==> src/rtl/int_ctrl_nested.sv <==
// int_ctrl_nested: nesting-capable interrupt controller between peripheral
// interrupt lines and the CPU control unit.
//
// Each channel latches a request in level or edge mode into a pending register.
// A per-channel mask removes a channel from arbitration without clearing its
// pending bit. Arbitration is fixed priority, with channel 0 highest. Only
// channels of strictly higher priority than the highest in-service channel may
// be presented to the CPU, which is what allows nested preemption.
//
// Ports:
//   clk        rising-edge clock
//   reset      synchronous, active-high reset
//   irq_in     raw interrupt lines, already synchronous to clk
//   int_en     global enable; gates int_req only
//   int_ack    CPU accepts the presented request (one-cycle pulse)
//   int_ret    CPU returns from the current handler (one-cycle pulse)
//   cfg_we     configuration write strobe
//   cfg_sel    0 = mask register, 1 = edge-mode register
//   cfg_wdata  configuration write data
//   int_req    an eligible request is present
//   int_vec    handler vector of the winning channel (0 when int_req=0)
//   s_interr   at least one channel is in service
//   pend       pending register
//   insvc      in-service register
module int_ctrl_nested #(
  parameter int unsigned         N_IRQ    = 8,
  parameter int unsigned         ADDR_W   = 10,
  parameter logic [ADDR_W-1:0]   VEC_BASE = 10'h200
) (
  input  logic              clk,
  input  logic              reset,
  input  logic [N_IRQ-1:0]  irq_in,
  input  logic              int_en,
  input  logic              int_ack,
  input  logic              int_ret,
  input  logic              cfg_we,
  input  logic              cfg_sel,
  input  logic [N_IRQ-1:0]  cfg_wdata,
  output logic              int_req,
  output logic [ADDR_W-1:0] int_vec,
  output logic              s_interr,
  output logic [N_IRQ-1:0]  pend,
  output logic [N_IRQ-1:0]  insvc
);

  localparam int unsigned IdxW = $clog2(N_IRQ);
  localparam logic [N_IRQ-1:0] One = N_IRQ'(1);

  // Isolate the lowest set bit. The result is zero when v is zero.
  function automatic logic [N_IRQ-1:0] lowest_oh(input logic [N_IRQ-1:0] v);
    return v & (~v + One);
  endfunction

  logic [N_IRQ-1:0] pend_q, pend_d;
  logic [N_IRQ-1:0] insvc_q, insvc_d;
  logic [N_IRQ-1:0] mask_q, mask_d;
  logic [N_IRQ-1:0] edge_q, edge_d;
  logic [N_IRQ-1:0] irq_prev_q, irq_prev_d;

  logic [N_IRQ-1:0] set_vec;
  logic [N_IRQ-1:0] hp_oh;
  logic [N_IRQ-1:0] allowed;
  logic [N_IRQ-1:0] elig;
  logic [N_IRQ-1:0] win_oh;
  logic [IdxW-1:0]  win_idx;
  logic             ack_acc;
  logic [N_IRQ-1:0] clr_vec;
  logic [N_IRQ-1:0] ret_clr;

  // Request capture. Level channels follow the line. Edge channels fire only
  // on a 0->1 transition relative to the previous cycle's sample.
  always_comb begin
    set_vec = irq_in & (~edge_q | ~irq_prev_q);
  end

  // Arbitration, computed purely from registered state.
  always_comb begin
    hp_oh = lowest_oh(insvc_q);
    // Channels strictly below the highest-priority in-service index. With
    // nothing in service, hp_oh is 0 and the subtraction wraps to all ones.
    allowed = hp_oh - One;
    elig    = pend_q & mask_q & allowed;
    win_oh  = lowest_oh(elig);

    win_idx = '0;
    for (int k = N_IRQ - 1; k >= 0; k--) begin
      if (elig[k]) begin
        win_idx = IdxW'(k);
      end
    end

    int_req  = int_en & (|elig);
    int_vec  = int_req ? (VEC_BASE + ADDR_W'(win_idx)) : '0;
    s_interr = |insvc_q;
    pend     = pend_q;
    insvc    = insvc_q;
  end

  // Next-state logic for pending, in-service and configuration registers.
  always_comb begin
    ack_acc = int_ack & int_req;
    clr_vec = ack_acc ? win_oh : '0;
    // Return retires the highest-priority in-service channel. It is a no-op
    // when insvc is empty because hp_oh is zero.
    ret_clr = int_ret ? hp_oh : '0;

    // A new set in the same cycle as an ack clear keeps the bit pending.
    pend_d     = set_vec | (pend_q & ~clr_vec);
    // The ack uses the winner computed before this update, so a simultaneous
    // return and ack compose independently.
    insvc_d    = (insvc_q & ~ret_clr) | clr_vec;
    irq_prev_d = irq_in;

    mask_d = mask_q;
    edge_d = edge_q;
    if (cfg_we) begin
      if (cfg_sel) begin
        edge_d = cfg_wdata;
      end else begin
        mask_d = cfg_wdata;
      end
    end
  end

  always_ff @(posedge clk) begin
    if (reset) begin
      pend_q     <= '0;
      insvc_q    <= '0;
      mask_q     <= '1;
      edge_q     <= '0;
      // Track the lines during reset so an edge channel does not see a
      // spurious edge on release.
      irq_prev_q <= irq_in;
    end else begin
      pend_q     <= pend_d;
      insvc_q    <= insvc_d;
      mask_q     <= mask_d;
      edge_q     <= edge_d;
      irq_prev_q <= irq_prev_d;
    end
  end

endmodule
==> config.mk <==
export PLATFORM = sky130hd
export DESIGN_NAME = int_ctrl_nested
export DESIGN_NICKNAME = d
export VERILOG_FILES = /design/src/rtl/int_ctrl_nested.sv
export SDC_FILE = /design/constraint.sdc
export NUM_CORES = 1
export LEC_CHECK = 0
export ABC_CLOCK_PERIOD_IN_PS = 4000
export CORE_UTILIZATION = 49
export DETAILED_ROUTE_END_ITERATION = 12
export GPL_ROUTABILITY_DRIVEN = 0
export PLACE_DENSITY = 0.83
export SYNTH_ARGS = -nofsm -noshare
export SYNTH_HDL_FRONTEND = slang
export SYNTH_SLANG_ARGS = --single-unit
==> constraint.sdc <==
create_clock -name clk -period 4 [get_ports clk]
set_input_delay 0.4 -clock clk [delete_from_list [all_inputs] [get_ports clk]]
set_output_delay 0.4 -clock clk [all_outputs]
set_load 0.005 [all_outputs]
# Word level (Yosys, flattened, before mapping)
# Cells that the tools add are included.
# word_totals
register_bits	40
output_inout_bits	28
elab_cells	43
# op_classes
addsub	4
mux	11
bitwise	19
reduce_logical	4
# op_table
op	n
AND 8 bit	7
inverter 8 bit	6
2-to-1 mux 3 bit	8
OR 8 bit	3
adder 8 x 1 -> 8 bit, second input constant	2
2-to-1 mux 8 bit	2
OR reduction 8 bit	2
adder 10 x 3 -> 10 bit, first input constant	1
2-to-1 mux 10 bit	1
subtractor 8 x 1 -> 8 bit, second input constant	1
AND reduction 2 bit	2
AND 1 bit	2
inverter 1 bit	1

# Depth between registers and ports, before layout
# Gate-level depths: netlist of run 1.
# logic_depth
word_depth	15
ltp_mapped	6
ltp_nobuf	5

# Worst setup path before layout of run 1
# No wires, ideal clock.
# synth_path
path_type	register -> output
start	register insvc_q[1], in the netlist insvc[1]
end	output port s_interr
arrival_ns	1.660
t_required_ns	3.600
slack_ns	1.940
path_stages_with_launch	4
path_buffers	0
cell_sequence	dfxtp_1 > or4_4 > or3_4 > or3_2
# synth_via
elab_chain_len	1
# synth_lines
item	line_no	source
start: declaration	55	logic [N_IRQ-1:0] insvc_q, insvc_d;
start signal: assignment	136	insvc_q <= insvc_d;
OR reduction 8 bit	94	s_interr = |insvc_q;
end: declaration	41	output logic s_interr,
# Every way passes these cells.

# Worst setup path in the final report of run 1
# Ends and elaborated chain as after synthesis.

==> results of run 1 <==
==> path summary, 6_finish.rpt <==
check	from	cells past startpoint	slack, ns	to
setup / recovery	insvc[1]	4	1.10	s_interr
setup reg to reg	insvc[1]	4	2.13	insvc[7]
hold reg to reg	edge_q[7]	2	0.46	edge_q[7]
hold / removal	edge_q[7]	2	0.46	edge_q[7]
==> where the power goes <==
| part | switching [mW] | internal (mW) | total [mW] | leakage, nW |
|---|---|---|---|---|
| Combinational | 0.0665 | 0.0764 | 0.143 | 0.508 |
| Clock | 0.127 | 0.166 | 0.293 | 0.0515 |
| Sequential | 0.0154 | 0.420 | 0.435 | 0.331 |
| Total | 0.209 | 0.662 | 0.871 | 0.890 |
==> logic make-up after synthesis <==
kind of cell           after synthesis
buffers and inverters               17
and+or+nand+nor                    106
DFF                                 40
other                                1
AOI/OAI and AO/OA                   41
==> worst reg2reg max path, delay by kind of cell, from the launching register on <==
family,cells,cell delay [ns]
flip-flops,1,0.36
AO/OA/AOI/OAI,2,0.49
AND/OR/NAND/NOR,2,0.95
==> sequential cells by signal, summed over array words and instances (netlist names) <==
signal and count:
mask_q 8, pend 8, edge_q 8, insvc 8, irq_prev_q 8
==> final cells by class <==
class                           count  area share
Tap cell                           44      0.0248
Multi-Input combinational cell    153       0.366
Sequential cell                    40       0.360
Clock buffer                        7      0.0293
Timing Repair Buffer               45       0.201
Clock inverter                      1      0.0135
Inverter                            3     0.00506
==> metal layers <==
metal	up-vias	global-route usage
li1	790	-
met1	688	0.298
met2	42	0.391
met3	6	0.0640
met4	0	0.0877
met5	-	0
==> per-stage QoR <==
stage | setup WS (ns) | util
global route | 0.968 | 0.705
floorplan | 1.94 | -
CTS | 1.08 | 0.705
finish | 1.10 | 0.705
detailed placement | 1.46 | 0.675
global placement | 1.50 | 0.675
==> Yosys cell counts (3+ instances only) <==
cell type  count
a21oi_1       22
a22oi_1        4
nand4b_1       3
inv_1          3
nand2_1       52
clkbuf_1       7
buf_4          7
dfxtp_1       40
o21ai_0        5
nor2_1        10
nand3_1       19
nand2b_1       3
==> flow_summary.yaml, run 1 <==
outcome:
  outcome: "finished clean"
floorplan:
  boundaryPins: 51
  row_count: 20
  core_mm2: 0.00315
  die_w_um: 60.6
  die_y_um: 60.6
  dieArea_mm2: 0.00368
  start_util: 0.535
clocking:
  root_buffer: "clkbuf_4"
  clk_latency_ns: 0.35
  h-tree-depth: 2
  cts_resized: 0
  cts_num_sinks: 40
  post-cts-setup-buffer-count: 0
  cts_tree: "done"
  clk_path_buf_depth: 2
  cts_buffers: 5
  holdBufCountCts: 0
  clk_pin_slew_worst_paths_ns: 0.11
routing:
  wl_met1_um: 1770
  vias_per_cell: 5.21
  drc: 0
  maxUsedRoutingLayer: "met4"
  drtIter0Drc: 69
  wl_met2_um: 1770
  route.detailed.wl_per_inst_um: 12.8
  first_pass_iters: 4
  via_count: 1526
  ant_nets: 0
  met3_wirelength_um: 154
  routed_wl_um: 3750
setup_path:
  crit_type: "reg2out"
  cp_max_fo: 6
  required_ns: 3.60
  path_buf_inv: 1
  start_kind: "flop"
  crit_path_top_delay_cell: "or4_4"
  cp.arrival_ns: 2.50
  slowest_delay_ns: 0.58
  cp-end-kind: "output port"
  worstPathCellList: "or4_4 -> or3_4 -> or3_2 -> clkdlybuf4s50_1"
  path_delay_family: "simple AND/OR/NAND/NOR gates"
finish:
  seq_area_um2: 801
  layout_commonest_cell: "nand2_1"
  fin_area_mm2: 0.00222
  num-nets-final: 271
  multi_input_area_um2: 813
  fin_cells: 293
  drive_gt1_frac: 0.0683
  fillerInstances: 267
  antenna_cells: 0
  area_delta_synth_final_pct: 31.9
  mostFrequentLayoutCells: "52 x nand2_1, 44 x clkdlybuf4s50_1, 40 x dfxtp_1"
synthesis:
  synth_area_mm2: 0.00169
  syn_inst: 205
  synth_top_area_cell: "dfxtp_1"
  synth_compound_area_frac: 0.146
  ys_seq_area_frac: 0.475
  yosys-top-cells-area: "dfxtp_1 48%, nand2_1 12%, a21oi_1 6.5%"
  yosys_warnings: 0
  synth_top_area_share: 0.475
  synth_top_family_by_area: "simple AND/OR/NAND/NOR gates"
  synthAdderAreaFrac: 0
  synth-edff-count: 0
  synth_async_sr_flop_share: 0
  synth_area_per_cell_um2: 8.22
  synth_cell_types: 36
  post_synth_and_or_nand_nor_area_fraction: 0.324
  synthXorXnorAreaFrac: 0
  synthMuxAreaShare: 0
  synth_seq_cells: 40
  synth_ff_type: "dfxtp_1"
global_route:
  grt_pass1_vias: 1417
  grt_max_degree: 24
  grt_overflow_total: 0
  grt_pass1_wl_um: 6260
  grtUsageTotal: 0.237
  antenna_found_initial: 0
sta:
  min_period_over_period: 0.724
  maxSlewHeadroom: 0.620
  rsz0062_at_grt: "false"
  drv_slew: 0
  max_freq_mhz: 345
  hold_ws_ns: 0.463
  worst_pin_slew_ns: 0.570
  fin_setup_tns_ns: 0
  finalSetupViolations: 0
  finalCriticalPeriod_ns: 2.90
  finalClockSkew_ns: 0.00914
  hold_viol: 0
placed_design:
  port_buffers: 44
  hpwl_um: 2830
  placed_area_mm2: 0.00213
  dp.cells: 285
worst_hold_path:
  hold_class: "reg2reg"
job:
  drv_cap: 0
power_and_ir_drop:
  p_per_area_mw_per_mm2: 392
  ir_worst_vdd_v: 0.000272
  finalPower_mw: 0.871
  p_leak_nw: 0.890
Power figures use the tool's default switching activity.
==> run 2: changes to the inputs <==
==> config.mk (replaced) <==
export PLATFORM = sky130hd
export DESIGN_NAME = int_ctrl_nested
export DESIGN_NICKNAME = d
export VERILOG_FILES = /design/src/rtl/int_ctrl_nested.sv
export SDC_FILE = /design/constraint.sdc
export NUM_CORES = 1
export LEC_CHECK = 0
export ABC_CLOCK_PERIOD_IN_PS = 2700
export CORE_UTILIZATION = 46
export DETAILED_ROUTE_END_ITERATION = 12
export GPL_ROUTABILITY_DRIVEN = 0
export PLACE_DENSITY = 0.79
export SYNTH_ARGS = -nofsm -noshare
export SYNTH_HDL_FRONTEND = slang
export SYNTH_SLANG_ARGS = --single-unit
==> constraint.sdc (replaced) <==
create_clock -name clk -period 2.7 [get_ports clk]
set_input_delay 0.27 -clock clk [delete_from_list [all_inputs] [get_ports clk]]
set_output_delay 0.27 -clock clk [all_outputs]
set_load 0.005 [all_outputs]
==> flow_summary.yaml, run 2 (synthesis gave the netlist of run 1 again) <==
global_route:
  grtUsageMet2: 0.306
  grtUsageTotal: 0.200
  grt_pass1_vias: 1376
  grt_overflow_total: 0
  grt_pass1_wl_um: 6120
  antenna_found_initial: 0
  grt_use_met1: 0.259
  grt_max_degree: 24
  globalRouteMet3Util: 0.0602
  grt_busiest_layer: "met2"
worst_hold_path:
  hold_class: "in2reg"
placed_design:
  placed_area_mm2: 0.00213
  port_buffers: 44
  dp_slack_ns: 0.276
  dp.cells: 287
  hpwl_um: 2630
sta:
  worst_pin_slew_ns: 0.542
  finalClockSkew_ns: 0.00796
  finalSetupViolations: 0
  min_period_over_period: 0.981
  maxSlewHeadroom: 0.638
  hold_viol: 0
  fin_setup_tns_ns: 0
  hold_ws_ns: 0.375
  max_freq_mhz: 377
  setup_slack_ns: 0.0508
  drv_slew: 0
  finalCriticalPeriod_ns: 2.65
floorplan:
  die_y_um: 62.5
  dieArea_mm2: 0.00391
  row_count: 21
  core_mm2: 0.00342
  die_w_um: 62.5
  boundaryPins: 51
  start_util: 0.493
finish:
  fin_area_mm2: 0.00223
  fin_cells: 297
  area_delta_synth_final_pct: 32.1
  mostFrequentLayoutCells: "52 x nand2_1, 42 x clkdlybuf4s50_1, 39 x dfxtp_1"
  antenna_cells: 0
  layout_commonest_cell: "nand2_1"
  num-nets-final: 273
  drive_gt1_frac: 0.0876
clocking:
  holdBufCountCts: 0
  cts_num_sinks: 40
  cts_buffers: 5
  clk_pin_slew_worst_paths_ns: 0.11
  clk_latency_ns: 0.36
  h-tree-depth: 2
  cts_tree: "done"
  clk_path_buf_depth: 2
  root_buffer: "clkbuf_4"
setup_path:
  required_ns: 2.43
  cp.arrival_ns: 2.38
  crit_type: "reg2out"
  cp_max_fo: 6
  start_kind: "flop"
  cp-end-kind: "output port"
power_and_ir_drop:
  ir_worst_vdd_v: 0.000341
  p_per_area_mw_per_mm2: 533
  p_leak_nw: 0.902
outcome:
  outcome: "finished clean"
routing:
  vias_per_cell: 5.11
  route.detailed.wl_per_inst_um: 12.3
  drc: 0
  first_pass_iters: 4
  drtIter0Drc: 78
  via_count: 1519
  routed_wl_um: 3650
  ant_nets: 0
job:
  drv_cap: 0
run 2: changes by cell type in the layout (fill, tap and decap cells not counted), sizes merged:
cell	before	now
bufinv	1	0
buf	1	3
dlymetal6s2s	0	1
dlygate4sd2	0	1
clkinvlp	0	1
clkdlybuf4s50	44	42
run 2: final timing paths:
path / startpoint / to / slack (ns) / cells after the start
setup / recovery: insvc[1] / int_vec[1] / 0.05 / 5
hold / removal: irq_in[3] / irq_prev_q[3] / 0.37 / 1
setup reg to reg: insvc[1] / insvc[7] / 0.83 / 4
hold reg to reg: edge_q[3] / edge_q[3] / 0.47 / 2
run 2: power breakdown:
part | internal (mW) | leakage, nW | switching [mW]
Combinational | 0.116 | 0.540 | 0.102
Sequential | 0.622 | 0.331 | 0.0226
Clock | 0.127 | 0.0315 | 0.195
run 2: what timing repair did:
| item | 4_1_cts | 5_1_grt |
|---|---|---|
| setup buffers | 1 | 1 |
| gates resized for setup | 3 | 4 |
| endpoints found under the hold margin | 0 | 0 |
| setup endpoints to repair | 4 | 4 |
| pin swaps | 2 | 3 |
run 2: per-stage QoR:
| stage | power [mW] | util |
|---|---|---|
| global placement | 0.865 | 0.624 |
| floorplan | 0.773 | - |
| CTS | 1.18 | 0.646 |
| detailed placement | 0.868 | 0.624 |
| global route | 1.25 | 0.652 |
| finish | 1.19 | 0.652 |
run 2: worst max-delay path, cell delays in order (launching register included):
cell             delay, ns
dfxtp_2               0.34
or4_4                 0.60
nor4_4                0.32
nand2_1               0.11
a21oi_1               0.15
clkdlybuf4s50_1       0.51
run 2: layer usage:
metal	wire length (um)	vias to the layer above
met1	1870	691
met5	0	-
met3	158	7
met2	1560	32
met4	65	0
li1	-	789
run 2: cell type report:
cell class / count / area, um2
multi-input cells: 153 / 828
well taps: 46 / 57.6
clock buffers: 7 / 55.1
flip-flops and latches: 40 / 802
inverters: 3 / 11.3
fillers: 294 / 1190
clock inverters: 1 / 7.51
repair buffers: 47 / 464
